File: config.mk
export PLATFORM = sky130hd
export DESIGN_NAME = fifo_wr_arbiter
export DESIGN_NICKNAME = d
export VERILOG_FILES = /design/src/rtl/pkg_definitions.sv /design/src/rtl/fifo_wr_arbiter_rr_pick.sv /design/src/rtl/fifo_wr_arbiter.sv
export SDC_FILE = /design/constraint.sdc
export NUM_CORES = 1
export LEC_CHECK = 0
export BUFFER_PORTS_ARGS = -buffer_cell sky130_fd_sc_hd__buf_2
export CAP_MARGIN = 0
export CORE_UTILIZATION = 35
export CTS_CLUSTER_DIAMETER = 120
export CTS_CLUSTER_SIZE = 14
export DETAILED_ROUTE_END_ITERATION = 6
export GPL_ROUTABILITY_DRIVEN = 1
export GPL_TIMING_DRIVEN = 0
export PLACE_DENSITY_LB_ADDON = 0.05
export REMOVE_ABC_BUFFERS = 1
export SETUP_SLACK_MARGIN = 0.4
export SYNTH_ARGS = -nofsm -noshare
export SYNTH_HDL_FRONTEND = slang
export SYNTH_SLANG_ARGS = --single-unit
File: constraint.sdc
create_clock -name clk -period 7.2 [get_ports clk]
set_input_delay 1.08 -clock clk [delete_from_list [all_inputs] [get_ports clk]]
set_output_delay 1.08 -clock clk [all_outputs]
set_load 0.02 [all_outputs]
File: src/rtl/pkg_definitions.sv
// Shared types and defaults for the FIFO write-port arbiter.
package pkg_definitions;
  localparam int NREQ_DEF      = 4;
  localparam int MAX_BURST_DEF = 8;
  localparam int NBITS_DEF     = 32;

  typedef enum logic {IDLE, LOCK} arb_state_t;
  typedef logic [$clog2(NREQ_DEF)-1:0] req_id_t;
endpackage

File: src/rtl/fifo_wr_arbiter_rr_pick.sv
// Circular first-one search: lowest-distance valid requester at or after rr_ptr.
module rr_pick
  import pkg_definitions::*;
#(
  parameter int NREQ = NREQ_DEF,
  parameter int IDW  = $clog2(NREQ)
) (
  input  logic [NREQ-1:0] req_valid,
  input  logic [IDW-1:0]  rr_ptr,
  output logic [IDW-1:0]  cand,
  output logic            any
);
  logic [IDW-1:0] pos;

  // Walk from farthest to nearest so the nearest valid index wins.
  always_comb begin
    cand = '0;
    any  = 1'b0;
    pos  = '0;
    for (int k = NREQ - 1; k >= 0; k--) begin
      pos = IDW'((int'(rr_ptr) + k) % NREQ);
      if (req_valid[pos]) begin
        cand = pos;
        any  = 1'b1;
      end
    end
  end
endmodule

File: src/rtl/fifo_wr_arbiter.sv
// Round-robin, burst-locking arbiter for a single-clock FIFO write port.
// FIFO_WR_ARB_STATS_EN adds per-requester saturating transfer counters (grant_cnt).
module fifo_wr_arbiter
  import pkg_definitions::*;
#(
  parameter int NREQ      = NREQ_DEF,
  parameter int MAX_BURST = MAX_BURST_DEF,
  parameter int NBITS     = NBITS_DEF,
  parameter int IDW       = $clog2(NREQ)
) (
  input  logic                       clk,
  input  logic                       rst,
  input  logic [NREQ-1:0]            req_valid,
  input  logic [NREQ-1:0]            req_last,
  input  logic [NREQ-1:0][NBITS-1:0] req_data,
  output logic [NREQ-1:0]            req_ready,
  output logic                       fifo_wr_en,
  output logic [NBITS-1:0]           fifo_wr_data,
  input  logic                       fifo_full,
  input  logic                       fifo_almost_full,
  output logic [IDW-1:0]             grant_id,
  output logic                       locked
`ifdef FIFO_WR_ARB_STATS_EN
  ,
  output logic [NREQ-1:0][15:0]      grant_cnt
`endif
);
  arb_state_t     state;
  logic [IDW-1:0] rr_ptr, owner, cand, sel;
  logic [7:0]     cnt, cnt_nxt;
  logic           any, ok, xfer, release_now;

  function automatic logic [IDW-1:0] nxt_id(input logic [IDW-1:0] id);
    return (int'(id) == NREQ - 1) ? '0 : id + 1'b1;
  endfunction

  rr_pick #(.NREQ(NREQ), .IDW(IDW)) u_pick (
    .req_valid (req_valid),
    .rr_ptr    (rr_ptr),
    .cand      (cand),
    .any       (any)
  );

  // almost_full closes the gate a beat early to cover the write held in the output register.
  assign ok = !fifo_full && !fifo_almost_full;

  always_comb begin
    sel       = (state == LOCK) ? owner : cand;
    req_ready = '0;
    if (!rst && ok && (state == LOCK || any)) req_ready[sel] = 1'b1;
  end

  assign xfer        = |(req_valid & req_ready);
  assign cnt_nxt     = (state == IDLE) ? 8'd1 : cnt + 8'd1;
  assign release_now = req_last[sel] || (cnt_nxt == 8'(MAX_BURST));

  always_ff @(posedge clk or posedge rst) begin
    if (rst) begin
      state        <= IDLE;
      rr_ptr       <= '0;
      owner        <= '0;
      cnt          <= '0;
      fifo_wr_en   <= 1'b0;
      fifo_wr_data <= '0;
      grant_id     <= '0;
      locked       <= 1'b0;
    end else begin
      fifo_wr_en <= xfer;
      if (xfer) begin
        fifo_wr_data <= req_data[sel];
        grant_id     <= sel;
        if (release_now) begin
          state  <= IDLE;
          locked <= 1'b0;
          cnt    <= '0;
          rr_ptr <= nxt_id(sel);
        end else begin
          state  <= LOCK;
          locked <= 1'b1;
          cnt    <= cnt_nxt;
          owner  <= sel;
        end
      end
    end
  end

`ifdef FIFO_WR_ARB_STATS_EN
  always_ff @(posedge clk or posedge rst) begin
    if (rst) begin
      grant_cnt <= '0;
    end else begin
      for (int i = 0; i < NREQ; i++)
        if (req_valid[i] && req_ready[i] && grant_cnt[i] != 16'hFFFF)
          grant_cnt[i] <= grant_cnt[i] + 16'd1;
    end
  end
`else
  // Statistics disabled: no counters are built.
`endif
endmodule

# Word-level counts from Yosys, hierarchy flattened
# Index checks and enable logic that the tools add are counted.
# word_totals
reg_bits,48
input_bits,140
out_inout_bits,40
# op_classes
add_sub_neg,5
magnitude_cmp,6
n_eq_ne,2
muxes,28
bitwise_logic,2
n_reduce_logical,12
# op_table
op,count
$bmux 32 s2,1
$mux 32,1
$mux 8,2
$lt 2x3->1 const B,5
$mux 2,6
$mux 1,11
$bmux 1 s2,5
$add 8x1->8 const B,1
$eq 8x4->1 const B,1
$add 2x1->2 const B,2
$add 2x2->2 const B,2
$and 4x4->4,1
$logic_and 1x1->1,4
$mux 4,1
$reduce_and 2->1,2
$reduce_or 4->1,1
$logic_not 1->1,3
$demux 1 s2,1
$eq 2x1->1 const B,1
$ge 2x1->1 const B,1
$logic_or 1x1->1,2
$not 1->1,1

# Longest topological paths before layout
# Gate-level depths: netlist of the first run.
# logic_depth
word_depth,16
mapped_depth,14
depth_no_buf,11

# Modules after synthesis
# Synthesis of the first run repeated with hierarchy kept, for this count alone.
# hier_totals
hier_cells,229
hier_area_um2,3076.7
# by_module_without_submodules
module,n_inst,cells_each,area_per_inst_um2,seq_area_each_um2
fifo_wr_arbiter,1,216,2999.1,1201.2
rr_pick,1,13,77.6,0.0

# Worst setup path after synthesis of the first run
# No wires, ideal clock.
# synth_path
path_type,input -> output
start,in req_valid[2]
end,out req_ready[3]
t_arrival_ns,2.593
required_ns,6.120
slack_ns,3.527
stages,7
path_cell_list,inv_1 > o211ai_1 > o221ai_2 > buf_2 > buf_1 > ha_1 > and2_1
# synth_via
elab_chain_len,12
elab_cells_between_ends,25
classes_between,2 x order compare; 20 x mux; 3 x reduce/logical
# synth_rtl
item,line_no,rtl
start: declaration,fifo_wr_arbiter.sv:13,"input logic [NREQ-1:0] req_valid,"
$bmux 1 s2,fifo_wr_arbiter_rr_pick.sv:22,if (req_valid[pos]) begin
$mux 1 (not written as such),fifo_wr_arbiter_rr_pick.sv:22,
$mux 2 (4 in a row),fifo_wr_arbiter_rr_pick.sv:22,
$mux 2,fifo_wr_arbiter.sv:48,sel = (state == LOCK) ? owner : cand;
$lt 2x3->1 (not written as such) / $ge 2x1->1 (equally long branches),fifo_wr_arbiter.sv:50,if (!rst && ok && (state == LOCK || any)) req_ready[sel] = 1'b1;
$logic_and 1x1->1 (not written as such),fifo_wr_arbiter.sv:50,
$mux 1 (not written as such),fifo_wr_arbiter.sv:50,
$demux 1 s2,fifo_wr_arbiter.sv:50,
$mux 4 *,fifo_wr_arbiter.sv:50,
end: declaration,fifo_wr_arbiter.sv:16,"output logic [NREQ-1:0] req_ready,"
# Mark *: on every way between the ends. The rest lies on a longest branch, timed or not. The select of a mux whose other input is x is not followed.

# Final worst setup path of the first run
# layout_path
start,in req_valid[0]
end,reg owner[0]
# layout_via
elab_chain_len,15
elab_cells_between_ends,32
classes_between,2 x order compare; 22 x mux; 2 x bitwise; 6 x reduce/logical
# layout_rtl
item,line_no,rtl
$bmux 1 s2,fifo_wr_arbiter_rr_pick.sv:22,
$mux 1 (not written as such),fifo_wr_arbiter_rr_pick.sv:22,
$mux 2 (4 in a row),fifo_wr_arbiter_rr_pick.sv:22,
$mux 2,fifo_wr_arbiter.sv:48,
$lt 2x3->1 (not written as such) / $ge 2x1->1 (equally long branches),fifo_wr_arbiter.sv:50,
$logic_and 1x1->1 (not written as such),fifo_wr_arbiter.sv:50,
$mux 1 (not written as such),fifo_wr_arbiter.sv:50,
$demux 1 s2,fifo_wr_arbiter.sv:50,
$mux 4,fifo_wr_arbiter.sv:50,
$and 4x4->4,fifo_wr_arbiter.sv:53,assign xfer = |(req_valid & req_ready);
$reduce_or 4->1,fifo_wr_arbiter.sv:53,
$reduce_and 2->1 (no line),--,
end signal: assignment,fifo_wr_arbiter.sv:81,owner <= sel;
end: declaration,fifo_wr_arbiter.sv:29,"logic [IDW-1:0] rr_ptr, owner, cand, sel;"
# Parallel ways exist; a longest one is shown, timed or not. The select of a mux whose other input is x is not followed.
# A chain may end at the register's enable or synchronous reset.

==> flow_summary_export.csv, run 1 <==
group,metric,value,unit
drt,wire_per_inst,15.41,µm
timing,drv_slew,0,
worst_setup_path,r2r_start,"state$_DFFE_PP0P_",
floorplanning,initial_core_util,36.32,%
pwr,p_int,0.0009411,W
timing,hold-worst-slack,486.8,ps
min_path,holdCritStartpoint,"grant_id[1]$_DFFE_PP0P_",
clock_tree,ctsHtreeMaxLevel,2,
clock_tree,worstSkewPairLatency,300,ps
final_layout,fillers,790,
synthesis,synth.cell_area,2999,µm²
pwr,p_leak,1.922,nW
worst_setup_path,worstSetupEndpointType,"flop",
final_layout,nNetsFinal,530,
final_layout,antenna_cells,0,
synthesis,yosys.area.top_type,"dfrtp_1",
job,drv_cap,0,
placement,hpwl,5.906,mm
timing,tns,0,ps
worst_setup_path,crit_type,"in2reg",
drt,wirelength,7.613,mm
pwr,p_comb_share,60.0,%
timing,setup_viol,0,
synthesis,ys_top_cells_by_count,"dfrtp_1 (48), mux4_2 (33), mux2_2 (32)",
floorplanning,die-area,8943,µm²
timing,slew_headroom,43.44,%
drt,drcViolationCount,0,
worst_setup_path,worstPathRequired,7390,ps
timing,hold_violations,0,
placement,gp_congestion,0.7875,
timing,max_freq,234.9,MHz
clock_tree,clock-sinks,48,
synthesis,yosysSeqAreaShare,40.05,%
global_routing,grt_overflow,0,
clock_tree,cts-root-buf,"clkbuf_8",
clock_tree,clk_pin_slew_worst_paths,90,ps
synthesis,synth_edf_count,0,
clock_tree,cts_tree,"built",
synthesis,synthArstFlopShare,100.0,%
placement,portBuffers,179,
run_status,status,"finished, final reports clean",
timing,rsz0062_at_grt,"false",
synthesis,yosysUniqueCellTypes,47,
pwr,power_frac_clock,10.7,%
synthesis,synth_top_area_share,40.05,%
pwr,p_per_area,384.5,nW/µm²
drt,drt_iter0_drc,93,
synthesis,ys_warn_count,0,
floorplanning,num_io_pins,180,
timing,fin_crit,4257,ps
floorplanning,die_h,94.57,µm
final_layout,drive_gt1_share,68.38,%
worst_setup_path,worstSetupStartpoint,"req_valid[0]",
global_routing,grt_pass1_vias,2410,
synthesis,yosysMostFrequentCell,"dfrtp_1",
floorplanning,core,8258,µm²
timing,skew,5.486,ps
global_routing,gr-usage-all-layers,17.26,%
pwr,switching_power,0.0006322,W
timing,fin_crit_sh,59.13,%
drt,drtPass1Iterations,4,
clock_tree,cts.path.max_buffers,2,
pwr,vdd_drop_max,167.6,µV
synthesis,synth_flop_cell,"dfrtp_1",
drt,drtAntennaViolNets,0,
pwr,switching_share,40.18,%
synthesis,synth_seq_cells,48,
floorplanning,die-width,94.57,µm
final_layout,syn2layout_area_growth,36.42,%
worst_setup_path,crit_path_start_kind,"input pin",
pwr,p_total,0.001573,W
worst_setup_path,cp_max_fo,39,
timing,worstMarginPinSlew,848.4,ps
synthesis,ys_top_cells_by_area,"dfrtp_1 (40%), mux4_2 (25%), mux2_2 (12%), nand2_1 (2.1%), buf_6 (1.5%)",
global_routing,grt_pass1_wl,11.69,mm
pwr,pwr-share-seq,29.3,%
clock_tree,cts_made_buffers,5,
synthesis,avgSynthCellArea,14.08,µm²
final_layout,final_core_util,49.55,%
clock_tree,holdBufCountCts,0,
global_routing,grt_max_degree,40,
synthesis,syn-instance-count,213,
final_layout,multi_input_area,1693,µm²
floorplanning,rows,33,
drt,vias,2535,
worst_setup_path,cp_data_arrival_time,4450,ps
drt,viasPerCell,5.132,
final_layout,seqCellArea,1201,µm²
clock_tree,cts_resized,0,
global_routing,antenna_found_initial,0,
min_path,holdCritPathClass,"reg2reg",
clock_tree,postCtsSetupBuffers,0,
metal layers:
layer  share of wire [%]  vias up  global-route usage [%]
li1                    -     1182                       -
met1                  40     1224                   20.49
met2                  50      118                   29.95
met3                 8.4       11                   4.992
met4                 2.2        0                   5.682
met5                   0        -                       0
state kept, by name, indices dropped and copies added, names as in the netlist:
name	cells
fifo_wr_data	32
state	1
rr_ptr	2
cnt	8
fifo_wr_en	1
owner	2
grant_id	2
final timing paths:
check                                               end  slack [ps]  cells past startpoint
max                                owner[0]$_DFFE_PP0P_        2940                     12
max reg2reg                        owner[0]$_DFFE_PP0P_        3160                     11
min in group asynchronous  fifo_wr_data[25]$_DFFE_PP0P_         700                      2
min reg2reg                     grant_id[1]$_DFFE_PP0P_         490                      1
min                             grant_id[1]$_DFFE_PP0P_         490                      1
max in group asynchronous            cnt[3]$_DFFE_PP0P_        6010                      3
cells in the final DEF, fill, tap and decap left out, drive strengths merged, types with 5 or more instances in the layout:
cell type | Yosys | layout
inv | 7 | 7
mux2 | 36 | 36
buf | 10 | 181
nand2 | 17 | 17
mux4 | 33 | 33
o21ai | 6 | 6
clkbuf | 3 | 7
nor2 | 5 | 5
a21oi | 7 | 7
dfrtp | 48 | 48
area by class of cell:
type                            count  share of cell area (%)
Tap cell                          105                   3.211
Clock inverter                      1                  0.1835
Sequential cell                    48                   29.36
Timing Repair Buffer              181                   23.06
Clock buffer                        7                   2.110
Inverter                            7                  0.7034
Multi-Input combinational cell    145                   41.38
power groups by stage:
stage               clock network (W)  registers [W]  logic, W
floorplan                           0       0.000585  0.000557
global placement                    0       0.000463  0.000945
detailed placement                  0       0.000465  0.000965
CTS                          0.000175       0.000463  0.000965
global route                 0.000186       0.000481   0.00102
finish                       0.000168       0.000461  0.000944
stage by stage:
| stage | cells | setup WS (ps) | area (µm²) |
|---|---|---|---|
| floorplan | 200 | 2791 | 2912 |
| global placement | 484 | 1577 | 3939 |
| detailed placement | 486 | 2513 | 3998 |
| CTS | 494 | 2832 | 4091 |
| global route | 494 | 2667 | 4091 |
| finish | 494 | 2943 | 4091 |
cell families after synthesis:
| kind of cell | count (synthesis) | synth area share [%] |
|---|---|---|
| XOR/XNOR | 4 | 1.168 |
| AND/OR/NAND/NOR | 40 | 6.634 |
| multiplexers | 70 | 38.76 |
| buffers and inverters | 20 | 3.880 |
| adder cells (fa/ha/maj) | 2 | 0.8342 |
| AO/OA/AOI/OAI | 29 | 8.678 |
| flip-flops | 48 | 40.05 |
worst max-delay path: stages:
cell and delay, ps:
buf_2 130, a21o_1 180, a21oi_1 230, o311ai_4 160, inv_4 530, ha_1 320, nand2_1 70, o31a_1 100
o22a_2 350, inv_2 660, and2_4 330, mux2_4 300
Power figures use the tool's default switching activity.
==> inputs of run 2 (changes only) <==
==> constraint.sdc (replaced) <==
create_clock -name clk -period 4.3 [get_ports clk]
set_input_delay 0.645 -clock clk [delete_from_list [all_inputs] [get_ports clk]]
set_output_delay 0.645 -clock clk [all_outputs]
set_load 0.02 [all_outputs]
==> flow_summary_export.csv, run 2 (synthesized netlist as in run 1, its figures left out) <==
group,metric,value,unit
min_path,holdCritPathClass,"in2async",
global_routing,grt_max_degree,40,
timing,fin_crit_sh,84.12,%
pwr,p_leak,1.924,nW
timing,drv_slew,0,
final_layout,drive_gt1_share,68.46,%
timing,max_freq,276.5,MHz
clock_tree,clk_pin_slew_worst_paths,90,ps
final_layout,final_common_cell,"buf_2",
drt,drtPass1Iterations,4,
final_layout,syn2layout_area_growth,37.17,%
final_layout,largest-register,"fifo_wr_data",
final_layout,fin_area,4114,µm²
placement,placed_cells,486,
timing,hold_violations,0,
global_routing,antenna_found_initial,0,
floorplanning,die_h,94.57,µm
placement,hpwl,5.906,mm
worst_setup_path,crit_path_start_kind,"flop",
timing,rsz0062_at_grt,"false",
floorplanning,initial_core_util,36.32,%
worst_setup_path,worstSetupStartpoint,"state$_DFFE_PP0P_",
drt,wire_per_inst,16.27,µm
floorplanning,rows,33,
drt,viasPerCell,5.214,
clock_tree,clock-sinks,48,
worst_setup_path,cpLargestDelayFamily,"compound AO/OA/AOI/OAI gates",
clock_tree,ctsHtreeMaxLevel,2,
clock_tree,cts_tree,"built",
floorplanning,die-width,94.57,µm
timing,fin_crit,3617,ps
timing,worstMarginPinSlew,713.8,ps
pwr,vdd_drop_max,286.7,µV
final_layout,final_cell_mix,"buf_2 (179), dfrtp_1 (48), mux4_2 (33)",
floorplanning,core,8258,µm²
drt,drcViolationCount,0,
worst_setup_path,worstPathRequired,4490,ps
global_routing,grt_overflow,0,
run_status,status,"finished, final reports clean",
final_layout,antenna_cells,0,
worst_setup_path,cp_max_fo,39,
timing,skew,5.199,ps
floorplanning,num_io_pins,180,
drt,drtAntennaViolNets,0,
job,drv_cap,0,
drt,vias,2581,
worst_setup_path,crit_type,"reg2reg",
final_layout,largest_reg_flops,32,
worst_setup_path,crit_buf_inv,3,
worst_setup_path,cp_data_arrival_time,3810,ps
global_routing,grt_pass1_vias,2410,
worst_setup_path,slowest_stage,"dfrtp_1",
placement,portBuffers,179,
clock_tree,cts_made_buffers,5,
final_layout,largestRegisters,"fifo_wr_data: 32 flops, cnt: 8 flops",
worst_setup_path,r2r_start,"state$_DFFE_PP0P_",
timing,slew_headroom,52.42,%
worst_setup_path,path_cells,"inv_2, o211ai_1, o221ai_4, buf_16, ha_1, nand2_1, o31a_1, o22a_2, inv_6, and2_4, mux2_4",
clock_tree,cts.path.max_buffers,2,
drt,drt_iter0_drc,96,
global_routing,gr-usage-all-layers,17.26,%
final_layout,nNetsFinal,531,
worst_setup_path,slowest_delay,600,ps
final_layout,finalNonFillerCells,495,
drt,wirelength,8.055,mm
timing,setup_viol,0,
timing,hold-worst-slack,263.5,ps
clock_tree,cts-root-buf,"clkbuf_8",
placement,placed_cell_area,3998,µm²
worst_setup_path,worstSetupEndpointType,"flop",
timing,tns,0,ps
pwr,p_per_area,647.9,nW/µm²
floorplanning,die-area,8943,µm²
final_layout,fillers,787,
clock_tree,worstSkewPairLatency,300,ps
placement,gp_congestion,0.7875,
pwr,p_total,0.002665,W
global_routing,grt_pass1_wl,11.69,mm
-- run 2: cell count changes in the layout (fill, tap and decap cells not counted) --
| cell | previous run | this run |
|---|---|---|
| inv_6 | 0 | 2 |
| inv_4 | 1 | 0 |
| o221ai_2 | 0 | 1 |
| inv_2 | 3 | 2 |
-- run 2: stage by stage --
stage                     worst slack, ps  utilization [%]
after floorplan                     286.9                -
after global placement             -887.6            47.70
after detailed placement            48.04            48.41
after CTS                           437.6            49.58
after global routing                498.8            49.82
final                               682.8            49.82
-- run 2: worst paths after layout --
check                                          endpoint  slack (ps)  cells past startpoint
min                        fifo_wr_data[21]$_DFFE_PP0P_         260                      2
max in group asynchronous            cnt[3]$_DFFE_PP0P_        3540                      3
min in group clk                grant_id[1]$_DFFE_PP0P_         490                      1
min reg2reg                     grant_id[1]$_DFFE_PP0P_         490                      1
max reg2reg                        owner[0]$_DFFE_PP0P_         680                     11
max                                owner[0]$_DFFE_PP0P_         680                     11
-- run 2: layout make-up --
type / count / area, µm² / area share, %
Timing Repair Buffer: 181 / 943.4 / 22.93
Sequential cell: 48 / 1201 / 29.20
Inverter: 7 / 36.28 / 0.8820
Tap cell: 105 / 131.4 / 3.193
Clock inverter: 1 / 7.507 / 0.1825
Clock buffer: 7 / 86.33 / 2.099
Multi-Input combinational cell: 146 / 1708 / 41.51
-- run 2: worst reg2reg max path, stage by stage (launching register included) --
cell and delay, ps:
dfrtp_1 600, inv_2 150, o211ai_1 260, o221ai_4 570, buf_16 240, ha_1 230
nand2_1 70, o31a_1 100, o22a_2 360, inv_6 350, and2_4 270, mux2_4 300
-- run 2: power by group --
group	internal [W]	total, W	switching (W)
clock	0.000131	0.000282	0.000151
sequential	0.000652	0.000775	0.000123
combinational	0.000797	0.00161	0.000811
total	0.00158	0.00267	0.00109
-- run 2: timing repair --
action                     CTS  global route
cloned                       0             1
pin swaps                    0             1
setup endpoints to repair   37             3
hold endpoints to repair     0             0
hold buffers                 0             0
gates resized for setup      1             2
setup buffers                0             0
-- run 2: metal layers --
layer | global-route usage [%] | vias up | wire (µm)
met2 | 29.95 | 128 | 4035
met3 | 4.992 | 11 | 677
li1 | - | 1190 | -
met4 | 5.682 | 0 | 166
met1 | 20.49 | 1252 | 3175
met5 | 0 | - | 0
==> inputs of run 3 (changes only) <==
==> constraint.sdc (replaced) <==
create_clock -name clk -period 3.2 [get_ports clk]
set_input_delay 0.48 -clock clk [delete_from_list [all_inputs] [get_ports clk]]
set_output_delay 0.48 -clock clk [all_outputs]
set_load 0.02 [all_outputs]
==> flow_summary_export.csv, run 3 (synthesized netlist as in run 1, its figures left out) <==
group,metric,value,unit
final_layout,final_core_util,51.65,%
clock_tree,holdBufCountCts,0,
drt,viasPerCell,5.187,
pwr,vdd_drop_max,330.8,µV
floorplanning,initial_core_util,36.32,%
final_layout,final_cell_mix,"buf_2 (179), dfrtp_1 (47), mux4_2 (33)",
clock_tree,cts_tree,"built",
worst_setup_path,cpLargestDelayFamily,"multiplexers",
global_routing,grt_overflow,0,
run_status,status,"finished, final reports clean",
clock_tree,cts-root-buf,"clkbuf_8",
floorplanning,die-width,94.57,µm
global_routing,globalRouteMet1Util,23.87,%
floorplanning,die_h,94.57,µm
worst_setup_path,worstPathRequired,3400,ps
worst_setup_path,crit_path_start_kind,"flop",
global_routing,grt_use_met2,34.36,%
timing,fin_crit,2711,ps
drt,vias,2635,
worst_setup_path,crit_type,"reg2reg",
timing,hold_violations,0,
final_layout,largestRegisters,"fifo_wr_data: 32 flops, cnt: 8 flops",
clock_tree,clk_pin_slew_worst_paths,90,ps
timing,drv_slew,0,
timing,max_freq,368.8,MHz
min_path,holdCritPathClass,"in2async",
job,drv_cap,0,
floorplanning,die-area,8943,µm²
pwr,p_leak,1.998,nW
worst_setup_path,worstSetupStartpoint,"state$_DFFE_PP0P_",
timing,skew,4.304,ps
final_layout,syn2layout_area_growth,42.22,%
drt,wire_per_inst,16.95,µm
timing,fin_crit_sh,84.73,%
worst_setup_path,worstSetupEndpointType,"flop",
drt,drt_iter0_drc,90,
worst_setup_path,slowest_delay,610,ps
floorplanning,rows,33,
clock_tree,cts.path.max_buffers,2,
final_layout,largest-register,"fifo_wr_data",
timing,rsz0062_at_grt,"true",
clock_tree,ctsHtreeMaxLevel,2,
worst_setup_path,slowest_stage,"mux4_2",
worst_setup_path,path_cells,"inv_2, o211ai_1, o221ai_4, buf_16, mux4_2, a41oi_4, and2_4, mux2_4",
drt,wirelength,8.610,mm
final_layout,drive_gt1_share,70.72,%
drt,drcViolationCount,0,
worst_setup_path,r2r_start,"state$_DFFE_PP0P_",
worst_setup_path,crit_buf_inv,2,
global_routing,use_met3,5.072,%
pwr,p_total,0.003784,W
clock_tree,cts_made_buffers,5,
placement,gp_congestion,0.7875,
timing,slew_headroom,51.38,%
final_layout,antenna_cells,0,
drt,drtAntennaViolNets,0,
global_routing,gr-usage-all-layers,19.64,%
pwr,p_per_area,887.2,nW/µm²
worst_setup_path,cp_max_fo,20,
final_layout,final_common_cell,"buf_2",
placement,portBuffers,179,
global_routing,grt_pass1_vias,2521,
final_layout,nNetsFinal,544,
worst_setup_path,cp_data_arrival_time,2910,ps
timing,worstMarginPinSlew,729.3,ps
floorplanning,core,8258,µm²
timing,setup_viol,0,
global_routing,grt_max_degree,40,
final_layout,largest_reg_flops,32,
global_routing,antenna_found_initial,0,
global_routing,busiest_layer,"met2",
drt,drtPass1Iterations,4,
clock_tree,worstSkewPairLatency,300,ps
placement,hpwl,5.906,mm
clock_tree,clock-sinks,48,
global_routing,grt_pass1_wl,12.95,mm
floorplanning,num_io_pins,180,
[run 3: where the power goes]
group	internal (W)	leakage, nW	switching, W
logic	0.00121	1.36	0.00116
registers	0.000877	0.594	0.000155
clock network	0.000176	0.0445	0.000205
total	0.00226	2.00	0.00152
[run 3: area by class of cell]
| class | instances | area (µm²) |
|---|---|---|
| repair buffers | 191 | 1018 |
| multi-input cells | 146 | 1728 |
| well taps | 105 | 131.4 |
| fillers | 771 | 3993 |
| repair inverters | 3 | 26.28 |
| clock buffers | 7 | 86.33 |
| flip-flops and latches | 48 | 1202 |
| inverters | 7 | 65.06 |
| clock inverters | 1 | 7.507 |
[run 3: worst paths after layout]
path | endpoint | slack [ps] | depth (start not counted)
min in group clk | grant_id[1]$_DFFE_PP0P_ | 490 | 1
worst min register to register | grant_id[1]$_DFFE_PP0P_ | 490 | 1
worst min-delay path | fifo_wr_data[21]$_DFFE_PP0P_ | 100 | 2
max in group asynchronous | cnt[3]$_DFFE_PP0P_ | 2610 | 3
worst max register to register | owner[0]$_DFFE_PP0P_ | 490 | 8
worst max-delay path | owner[0]$_DFFE_PP0P_ | 490 | 8
[run 3: worst reg2reg max path, stage by stage, from the launching register on]
cell      delay [ps]
dfrtp_2          500
inv_2             90
o211ai_1         140
o221ai_4         270
buf_16           210
mux4_2           610
a41oi_4          260
and2_4           220
mux2_4           300
[run 3: through the flow]
step           TNS, ps  setup WS (ps)  hold WS [ps]  instances  instance area [µm²]
2_1_floorplan   -26160         -813.1         468.4        200                 2912
5_1_grt              0          374.2         108.4        508                 4265
4_1_cts              0          408.6         104.3        502                 4215
3_3_place_gp    -78540          -1938         465.2        484                 3939
6_report             0          488.7         99.81        508                 4265
3_5_place_dp    -29390         -928.2         437.9        486                 3998
[run 3: timing repair]
action                                  4_1_cts  5_1_grt
endpoints found under the hold margin         0        0
pin swaps                                     3        1
buffers inserted                              4        6
resized for setup                            11        2
endpoints found under the setup margin       50       27
cloned                                        4        0
[run 3: metal layers]
layer  share of wire (%)  routed length (µm)
met1                  40                3434
met2                  51                4407
met3                 7.3                 630
met4                 1.6                 138
met5                   0                   0
